File: src/rtl/fifo_hex_display_if.sv
`default_nettype none
// ============================================================================
// Module   : fifo_hex_display_if
// Brief    : Read-side handshake between the hex display reader and byte FIFO.
// Revision : 1.0 - initial release
// ============================================================================
interface fifo_hex_display_if;
  logic       RDREQ;
  logic       EMPTY;
  logic [7:0] Q;

  // master = the reader that issues RDREQ; slave = the FIFO that answers it
  modport master (output RDREQ, input EMPTY, input Q);
  modport slave  (input RDREQ, output EMPTY, output Q);
endinterface
`default_nettype wire

File: src/rtl/fifo_hex_display.sv
`default_nettype none
// ============================================================================
// Module   : fifo_hex_display
// Brief    : Pops FIFO bytes, holds each on HEX1:HEX0 with a running count on
//            HEX3:HEX2, and latches the recurrence period of the first byte.
// Revision : 1.0 - initial release
// ============================================================================
module fifo_hex_display #(
  parameter logic [31:0] HOLD_CYC = 32'd50000000
) (
  input  wire                CLK,
  input  wire                RST,
  input  wire                EN,
  fifo_hex_display_if.master rd_if,
  output logic [6:0]         HEX0,
  output logic [6:0]         HEX1,
  output logic [6:0]         HEX2,
  output logic [6:0]         HEX3,
  output logic               BUSY,
  output logic               REPEAT,
  output logic [8:0]         PERIOD
);

  typedef enum logic [1:0] {
    S_IDLE = 2'd0,
    S_RD   = 2'd1,
    S_CAP  = 2'd2,
    S_HOLD = 2'd3
  } state_t;

  localparam logic [31:0] c_hold_last = HOLD_CYC - 32'd1;

  state_t      r_state;
  state_t      w_state_next;
  logic        r_rdreq;
  logic        r_busy;

  logic [7:0]  r_byte;
  logic [7:0]  r_count;
  logic [31:0] r_hold;

  logic [7:0]  r_first;
  logic        r_first_valid;
  logic [8:0]  r_period_cnt;
  logic        r_repeat;
  logic [8:0]  r_period;
  logic [8:0]  w_period_inc;

  // ------------------------------------------------------------------
  // Control FSM
  // ------------------------------------------------------------------
  always_ff @(posedge CLK) begin
    if (RST) begin
      r_state <= S_IDLE;
      r_rdreq <= 1'b0;
      r_busy  <= 1'b0;
    end else begin
      r_state <= w_state_next;
      // outputs registered from the next state so they line up with r_state
      r_rdreq <= (w_state_next == S_RD);
      r_busy  <= (w_state_next != S_IDLE);
    end
  end

  always_comb begin
    w_state_next = r_state;
    unique case (r_state)
      S_IDLE: begin
        if (EN && !rd_if.EMPTY) begin
          w_state_next = S_RD;
        end
      end
      S_RD: begin
        w_state_next = S_CAP;
      end
      S_CAP: begin
        w_state_next = S_HOLD;
      end
      S_HOLD: begin
        if (r_hold == c_hold_last) begin
          w_state_next = S_IDLE;
        end
      end
      default: begin
        w_state_next = S_IDLE;
      end
    endcase
  end

  assign rd_if.RDREQ = r_rdreq;
  assign BUSY        = r_busy;

  // ------------------------------------------------------------------
  // Display datapath and hold timer
  // ------------------------------------------------------------------
  always_ff @(posedge CLK) begin
    if (RST) begin
      r_byte  <= 8'h00;
      r_count <= 8'h00;
      r_hold  <= 32'd0;
    end else begin
      if (r_state == S_CAP) begin
        r_byte  <= rd_if.Q;
        r_count <= r_count + 8'd1;
        r_hold  <= 32'd0;
      end else if (r_state == S_HOLD) begin
        r_hold  <= r_hold + 32'd1;
      end
    end
  end

  // ------------------------------------------------------------------
  // Period detection, frozen once the first byte has come round again
  // ------------------------------------------------------------------
  assign w_period_inc = (r_period_cnt == 9'h1FF) ? 9'h1FF : (r_period_cnt + 9'd1);

  always_ff @(posedge CLK) begin
    if (RST) begin
      r_first       <= 8'h00;
      r_first_valid <= 1'b0;
      r_period_cnt  <= 9'd0;
      r_repeat      <= 1'b0;
      r_period      <= 9'd0;
    end else if (r_state == S_CAP) begin
      if (!r_first_valid) begin
        r_first       <= rd_if.Q;
        r_first_valid <= 1'b1;
        r_period_cnt  <= 9'd0;
      end else if (!r_repeat) begin
        r_period_cnt <= w_period_inc;
        if (rd_if.Q == r_first) begin
          r_repeat <= 1'b1;
          r_period <= w_period_inc;
        end
      end
    end
  end

  assign REPEAT = r_repeat;
  assign PERIOD = r_period;

  // ------------------------------------------------------------------
  // Active-low 7-segment decode, bit order g..a
  // ------------------------------------------------------------------
  function automatic logic [6:0] seg7(input logic [3:0] nib);
    logic [6:0] seg;
    unique case (nib)
      4'h0: seg = 7'b1000000;
      4'h1: seg = 7'b1111001;
      4'h2: seg = 7'b0100100;
      4'h3: seg = 7'b0110000;
      4'h4: seg = 7'b0011001;
      4'h5: seg = 7'b0010010;
      4'h6: seg = 7'b0000010;
      4'h7: seg = 7'b1111000;
      4'h8: seg = 7'b0000000;
      4'h9: seg = 7'b0010000;
      4'hA: seg = 7'b0001000;
      4'hB: seg = 7'b0000011;
      4'hC: seg = 7'b1000110;
      4'hD: seg = 7'b0100001;
      4'hE: seg = 7'b0000110;
      4'hF: seg = 7'b0001110;
      default: seg = 7'b1111111;
    endcase
    return seg;
  endfunction

  assign HEX0 = seg7(r_byte[3:0]);
  assign HEX1 = seg7(r_byte[7:4]);
  assign HEX2 = seg7(r_count[3:0]);
  assign HEX3 = seg7(r_count[7:4]);

endmodule
`default_nettype wire

File: src/flat_wrapper.sv
// flat-port wrapper written by rule: the top's interface ports become plain ports
module fifo_hex_display_flat 
#(
  parameter logic [31:0] HOLD_CYC = 32'd50000000
)
  (CLK, RST, EN, HEX0, HEX1, HEX2, HEX3, BUSY, REPEAT, PERIOD, rd_if_RDREQ, rd_if_EMPTY, rd_if_Q);
  fifo_hex_display_if rd_if_i ();
  input  wire CLK;
  input  wire RST;
  input  wire EN;
  output logic [6:0] HEX0;
  output logic [6:0] HEX1;
  output logic [6:0] HEX2;
  output logic [6:0] HEX3;
  output logic BUSY;
  output logic REPEAT;
  output logic [8:0] PERIOD;
  output wire logic [$bits(rd_if_i.RDREQ)-1:0] rd_if_RDREQ;
  input wire logic [$bits(rd_if_i.EMPTY)-1:0] rd_if_EMPTY;
  input wire logic [$bits(rd_if_i.Q)-1:0] rd_if_Q;
  assign rd_if_RDREQ = rd_if_i.RDREQ;
  assign rd_if_i.EMPTY = rd_if_EMPTY;
  assign rd_if_i.Q = rd_if_Q;
  fifo_hex_display #(.HOLD_CYC(HOLD_CYC)) u_core (.CLK(CLK), .RST(RST), .EN(EN), .rd_if(rd_if_i), .HEX0(HEX0), .HEX1(HEX1), .HEX2(HEX2), .HEX3(HEX3), .BUSY(BUSY), .REPEAT(REPEAT), .PERIOD(PERIOD));
endmodule
File: config.mk
export PLATFORM = sky130hd
export DESIGN_NAME = fifo_hex_display_flat
export DESIGN_NICKNAME = d
export VERILOG_FILES = /design/src/rtl/fifo_hex_display_if.sv /design/src/rtl/fifo_hex_display.sv /design/src/flat_wrapper.sv
export SDC_FILE = /design/constraint.sdc
export NUM_CORES = 1
export LEC_CHECK = 0
export ABC_AREA = 1
export ABC_CLOCK_PERIOD_IN_PS = 2000
export CAP_MARGIN = 40
export CORE_UTILIZATION = 30
export DETAILED_ROUTE_END_ITERATION = 12
export PLACE_DENSITY_LB_ADDON = 0.3
export SLEW_MARGIN = 10
export SYNTH_ARGS = -nofsm -noshare
export SYNTH_HDL_FRONTEND = slang
export SYNTH_SLANG_ARGS = --single-unit
File: constraint.sdc
create_clock -name CLK -period 2 [get_ports CLK]
set_input_delay 0.2 -clock CLK [delete_from_list [all_inputs] [get_ports CLK]]
set_output_delay 0.2 -clock CLK [all_outputs]
set_load 0.02 [all_outputs]
# [After elaboration in Yosys (flattened, before gate mapping)]
# Memory sizes are Yosys's and may differ from the RTL's. A register that Yosys moved wholly into a read port is not among the register bits.
# Cells that the tools add are included.
[totals] regBits=80 word_cells=53 n_memories=4 mem_bits_ro=448 output_inout_bits=40
[mem_list] name="(name not given)" words=16 width=7 read_ports=1 rd_clocked_by_memory_dff=1 wr=0 line_no="fifo_hex_display.sv:147" text="unique case (nib)"
[mem_list] name="(name not given)" words=16 width=7 read_ports=1 rd_clocked_by_memory_dff=1 wr=0 line_no="fifo_hex_display.sv:147"
[mem_list] name="(name not given)" words=16 width=7 read_ports=1 rd_clocked_by_memory_dff=1 wr=0 line_no="fifo_hex_display.sv:147"
[mem_list] name="(name not given)" words=16 width=7 read_ports=1 rd_clocked_by_memory_dff=1 wr=0 line_no="fifo_hex_display.sv:147"
[classes] bitwise_logic=2 n_eq_ne=8 add_sub_neg=3 n_reduce_logical=9 muxes=16
[ops] op="$add A32 B1 Y32 const B" count=1
[ops] op="$eq A32 B26 Y1 const B" count=1
[ops] op="$mux W4" count=8
[ops] op="$mux W9" count=3
[ops] op="$add A9 B1 Y9 const B" count=1
[ops] op="$eq A9 B9 Y1 const B" count=1
[ops] op="$add A8 B1 Y8 const B" count=1
[ops] op="$eq A8 B8 Y1" count=1
[ops] op="$pmux W2 S4" count=1
[ops] op="$reduce_and A2 Y1" count=3
[ops] op="$eq A2 B1 Y1 const B" count=2
[ops] op="$eq A2 B2 Y1 const B" count=2
[ops] op="$mux W2" count=2
[ops] op="$reduce_and A4 Y1" count=1
[ops] op="$logic_not A2 Y1" count=1
[ops] op="$mux W1" count=2
[ops] op="$ne A2 B2 Y1 const B" count=1
[ops] op="$not A1 Y1" count=2
[ops] op="$reduce_bool A2 Y1" count=1
[ops] op="$reduce_or A2 Y1" count=1
[ops] op="$logic_and A1 B1 Y1" count=1
[ops] op="$logic_not A1 Y1" count=1

# [Logic depth before layout (Yosys ltp)]
[logic_depth] depth_word=5 ltp_mapped=13 ltp_nobuf=12

# [Least setup slack after synthesis]
# No wires, ideal clock.
[synth_timing] kind="flip-flop to flip-flop" startpoint="register u_core.r_state[0]" endpoint="register u_core.HEX2[3] (netlist name)" setup_slack_ps=49 stages_incl_launch_ff=11 period_less_slack_ps=1951 arrival_time_ps=1893 n_path_buf=1 required_time_ps=1942 path_cell_list="dfxtp_1 > inv_1 > nand2_1 > buf_6 > nor2_1 > nor3_1 > inv_1 > ha_1 > o21ai_0 > nand2_1 > nand2_1"
[synth_between] elab_chain_cells=3
[synth_lines] element="start, declared" line_no="fifo_hex_display.sv:33" text="state_t r_state;"
[synth_lines] element="start signal, assigned" line_no="fifo_hex_display.sv:58" text="r_state <= w_state_next;"
[synth_lines] element="$eq A2 B2 Y1" line_no="fifo_hex_display.sv:102" text="if (r_state == S_CAP) begin"
[synth_lines] element="$mux W4 (no source line) (2 in series)"
# No other way between the ends.
# A chain may end at the register's enable or synchronous reset.

# [Final worst setup path]
[layout_timing] startpoint="register u_core.r_state[0]" endpoint="register u_core.HEX2[3] (netlist name)"
[layout_between] elab_chain_cells=3
[layout_lines] element="$eq A2 B2 Y1" line_no="fifo_hex_display.sv:102"
[layout_lines] element="$mux W4 (no source line) (2 in series)"
# No other way between the ends.

==> run_results.csv <==
group,metric,value,unit
die,fp-row-count,48,
die,dieWidth,137,um
die,die_height,137,um
job,drv_cap,0,
worst_setup_path,cp_data_arrival_time,2060,ps
yosys,synth_cells,814,
timing,finClkSkew,8.76,ps
routing,drc_errors,0,
routing,dr_wl_met2,5.55,mm
yosys,ys_warn_count,0,
min_path,min_path_type,"reg2reg",
min_path,min-delay-start,"u_core.r_hold[14]",
pwr,leakagePower,0.00302,uW
yosys,synth.yosys.seq_area_share,0.397,
worst_setup_path,cp-end-kind,"flop",
yosys,synth_edf_count,0,
cells_and_area,nFillCells,1886,
cells_and_area,final_cell_mix,"nand2_1, nor2_1, dfxtp_1, inv_1, clkdlybuf4s50_1",
placement,portBuffers,51,
clock_network,cts_buffers,9,
placement,dp_hpwl,9.10,mm
routing,drtAntennaViolNets,0,
status,status,"completed",
clock_network,path_clk_slew,70,ps
timing,maxSlewViolCount,0,
routing,highest_layer,"met4",
routing,drt_wl_total,12.3,mm
min_path,min_path_cells,2,
worst_setup_path,reg2reg_slack,180,ps
timing,hold_ws,473,ps
clock_network,cts_max_level,3,
die,start_util,0.311,
pwr,pwr-share-clk,0.399,
cells_and_area,final_layout_size_suffix_gt1_frac,0.0782,
timing,grt_setup_unrepaired,"false",
worst_setup_path,r2r-start,"u_core.r_state[0]",
pwr,pwr-share-seq,0.466,
routing,drt-initial-drc-count,286,
clock_network,cts.sinks,108,
pwr,comb_power_share,0.134,
timing,fmax,0.551,GHz
timing,period_share,0.908,
worst_setup_path,required,2250,ps
global_route,grt_pass1_vias,4360,
yosys,syn_avg_cell_area,6.69,um^2
worst_setup_path,ff2ff_path_depth,12,
routing,viasPerCell,4.42,
clock_network,worstSkewPairLatency,350,ps
clock_network,clk_path_buf_depth,2,
routing,wl_met3,432,um
timing,fin_crit,1820,ps
routing,met1Wirelength,6.27,mm
worst_setup_path,reg2reg_to,"u_core.HEX2[3]",
global_route,gr-usage-all-layers,0.137,
cells_and_area,final_common_cell,"nand2_1",
cells_and_area,stdcell_area,6730,um^2
placement,dp.cells,1102,
pwr,p_sw_frac,0.249,
worst_setup_path,crit_fanout,20,
cells_and_area,nNetsFinal,930,
placement,placed_area,6370,um^2
yosys,postSynth.asyncResetShare,0,
die,core_area,17500,um^2
yosys,synth.distinct_cells,37,
clock_network,cts_tree,"built",
pwr,p_sw,1220,uW
cells_and_area,regArea,2160,um^2
global_route,grt_max_degree,21,
clock_network,clock-root-buffer,"clkbuf_16",
cells_and_area,finish.utilization,0.384,
yosys,ys_seq_elements,108,
pwr,vdd_drop_max,0.508,mV
min_path,whs_endpoint,"u_core.r_hold[14]",
cells_and_area,multi_input_area,2820,um^2
timing,hold_viol_final,0,
global_route,overflow,0,
die,ios,52,
routing,num_vias,4951,
global_route,grt_pass1_wl,20.3,mm
pwr,intPower,3690,uW
routing,dr.pass1.iters,4,
die,die-area,18700,um^2
timing,max-slew-margin-rel,0.709,
timing,tightest_slew,433,ps
cells_and_area,antenna-diode-count,0,
worst_setup_path,path_class,"reg2reg",
yosys,synthFlopType,"dfxtp_1",
timing,tns,0,ps
timing,setup_viol,0,
yosys,syn_area,5450,um^2
global_route,antenna_found_initial,0,
pwr,cellPowerDensity,729,nW/um^2
cells_and_area,fin_cells,1120,
worst_setup_path,start_kind,"flop",
routing,wire_per_inst,11.0,um
yosys,synth_nets,853,
cells_and_area,syn2layout_area_growth,23.5,%
placement,gp_congestion,0.823,
Yosys cell counts, types with 3 or more instances:
master | number | area share
a21oi_1 | 36 | 0.033
a221oi_1 | 5 | 0.0080
buf_2 | 5 | 0.0046
clkbuf_1 | 5 | 0.0034
clkinv_1 | 3 | 0.0021
dfxtp_1 | 108 | 0.40
ha_1 | 27 | 0.062
inv_1 | 100 | 0.069
inv_2 | 5 | 0.0034
nand2_1 | 265 | 0.18
nand3_1 | 42 | 0.039
nand4_1 | 16 | 0.018
nor2_1 | 109 | 0.075
nor2_2 | 3 | 0.0034
nor2_4 | 3 | 0.0062
nor3_1 | 14 | 0.013
o21ai_0 | 37 | 0.034
or2_2 | 6 | 0.0069
xor2_1 | 3 | 0.0048
per-layer routing:
layer	vias to the layer above	track usage
li1	2706	-
met1	2184	0.179
met2	59	0.222
met3	2	0.0367
met4	0	0.0311
met5	-	0
final cells by class:
cell class	instances	area share
timing repair buffer	79	0.109
inverter	108	0.0602
tap	225	0.0418
clock inverter	4	0.0108
sequential	108	0.321
multi-input combinational	585	0.420
clock buffer	11	0.0375
what timing repair did:
item	4_1_cts	5_1_grt
gates resized for setup	0	6
endpoints found under the setup margin	0	15
setup buffers	0	3
hold buffers	0	0
critical path, stage by stage (launching register included):
cell and delay, ps:
dfxtp_1 330, inv_1 70, nand2_1 90, buf_12 170, xor2_1 160, nor2_2 220, inv_1 120, buf_4 150
ha_1 170, nand2_1 80, nand2_1 60, nand2_1 50, nand2_1 50
how the worst max path moves through the flow:
stage | start | end | slack, ps | cells after the start
2_1_floorplan | u_core.r_state[0] | u_core.HEX2[3] | 50 | 10
3_3_place_gp | RST | u_core.HEX1[0] | -80 | 9
3_5_place_dp | RST | u_core.HEX1[0] | -80 | 9
4_1_cts | u_core.r_state[0] | u_core.HEX1[5] | 30 | 9
5_1_grt | u_core.r_state[1] | u_core.r_hold[13] | 20 | 7
6_report | u_core.r_state[0] | u_core.HEX2[3] | 180 | 12
flip-flops by register name, summed over array words and instances, names as in the netlist, 2 cells and up:
name,count
u_core.r_state,2
u_core.HEX0,7
u_core.r_hold,32
u_core.PERIOD,9
u_core.HEX1,7
u_core.HEX3,7
u_core.r_byte,8
u_core.HEX2,7
u_core.r_first,8
u_core.r_period_cnt,9
u_core.r_count,8
per-stage QoR:
step | setup slack [ps] | total power, uW
final | 185 | 4910
after global routing | 18.4 | 5130
after global placement | -80.5 | 2990
after detailed placement | -82.6 | 3000
after floorplan | 48.8 | 2720
after CTS | 27.6 | 4980
power by group through the flow:
stage	combinational, uW	clock, uW	sequential (uW)
after floorplan	307	0	2410
after global placement	654	0	2340
after detailed placement	655	0	2340
after CTS	658	2030	2290
after global routing	732	2100	2300
final	659	1960	2290
logic make-up (layout without fill, tap and decap cells):
group / after synthesis / in the layout / share of synthesized area
and+or+nand+nor: 466 / 466 / 0.359
buffers and inverters: 121 / 202 / 0.0873
DFF: 108 / 108 / 0.397
AOI/OAI and AO/OA: 87 / 87 / 0.0870
adders and majority gates: 27 / 27 / 0.0620
xor gates and xnor gates: 5 / 5 / 0.00804
Power figures use the tool's default switching activity.
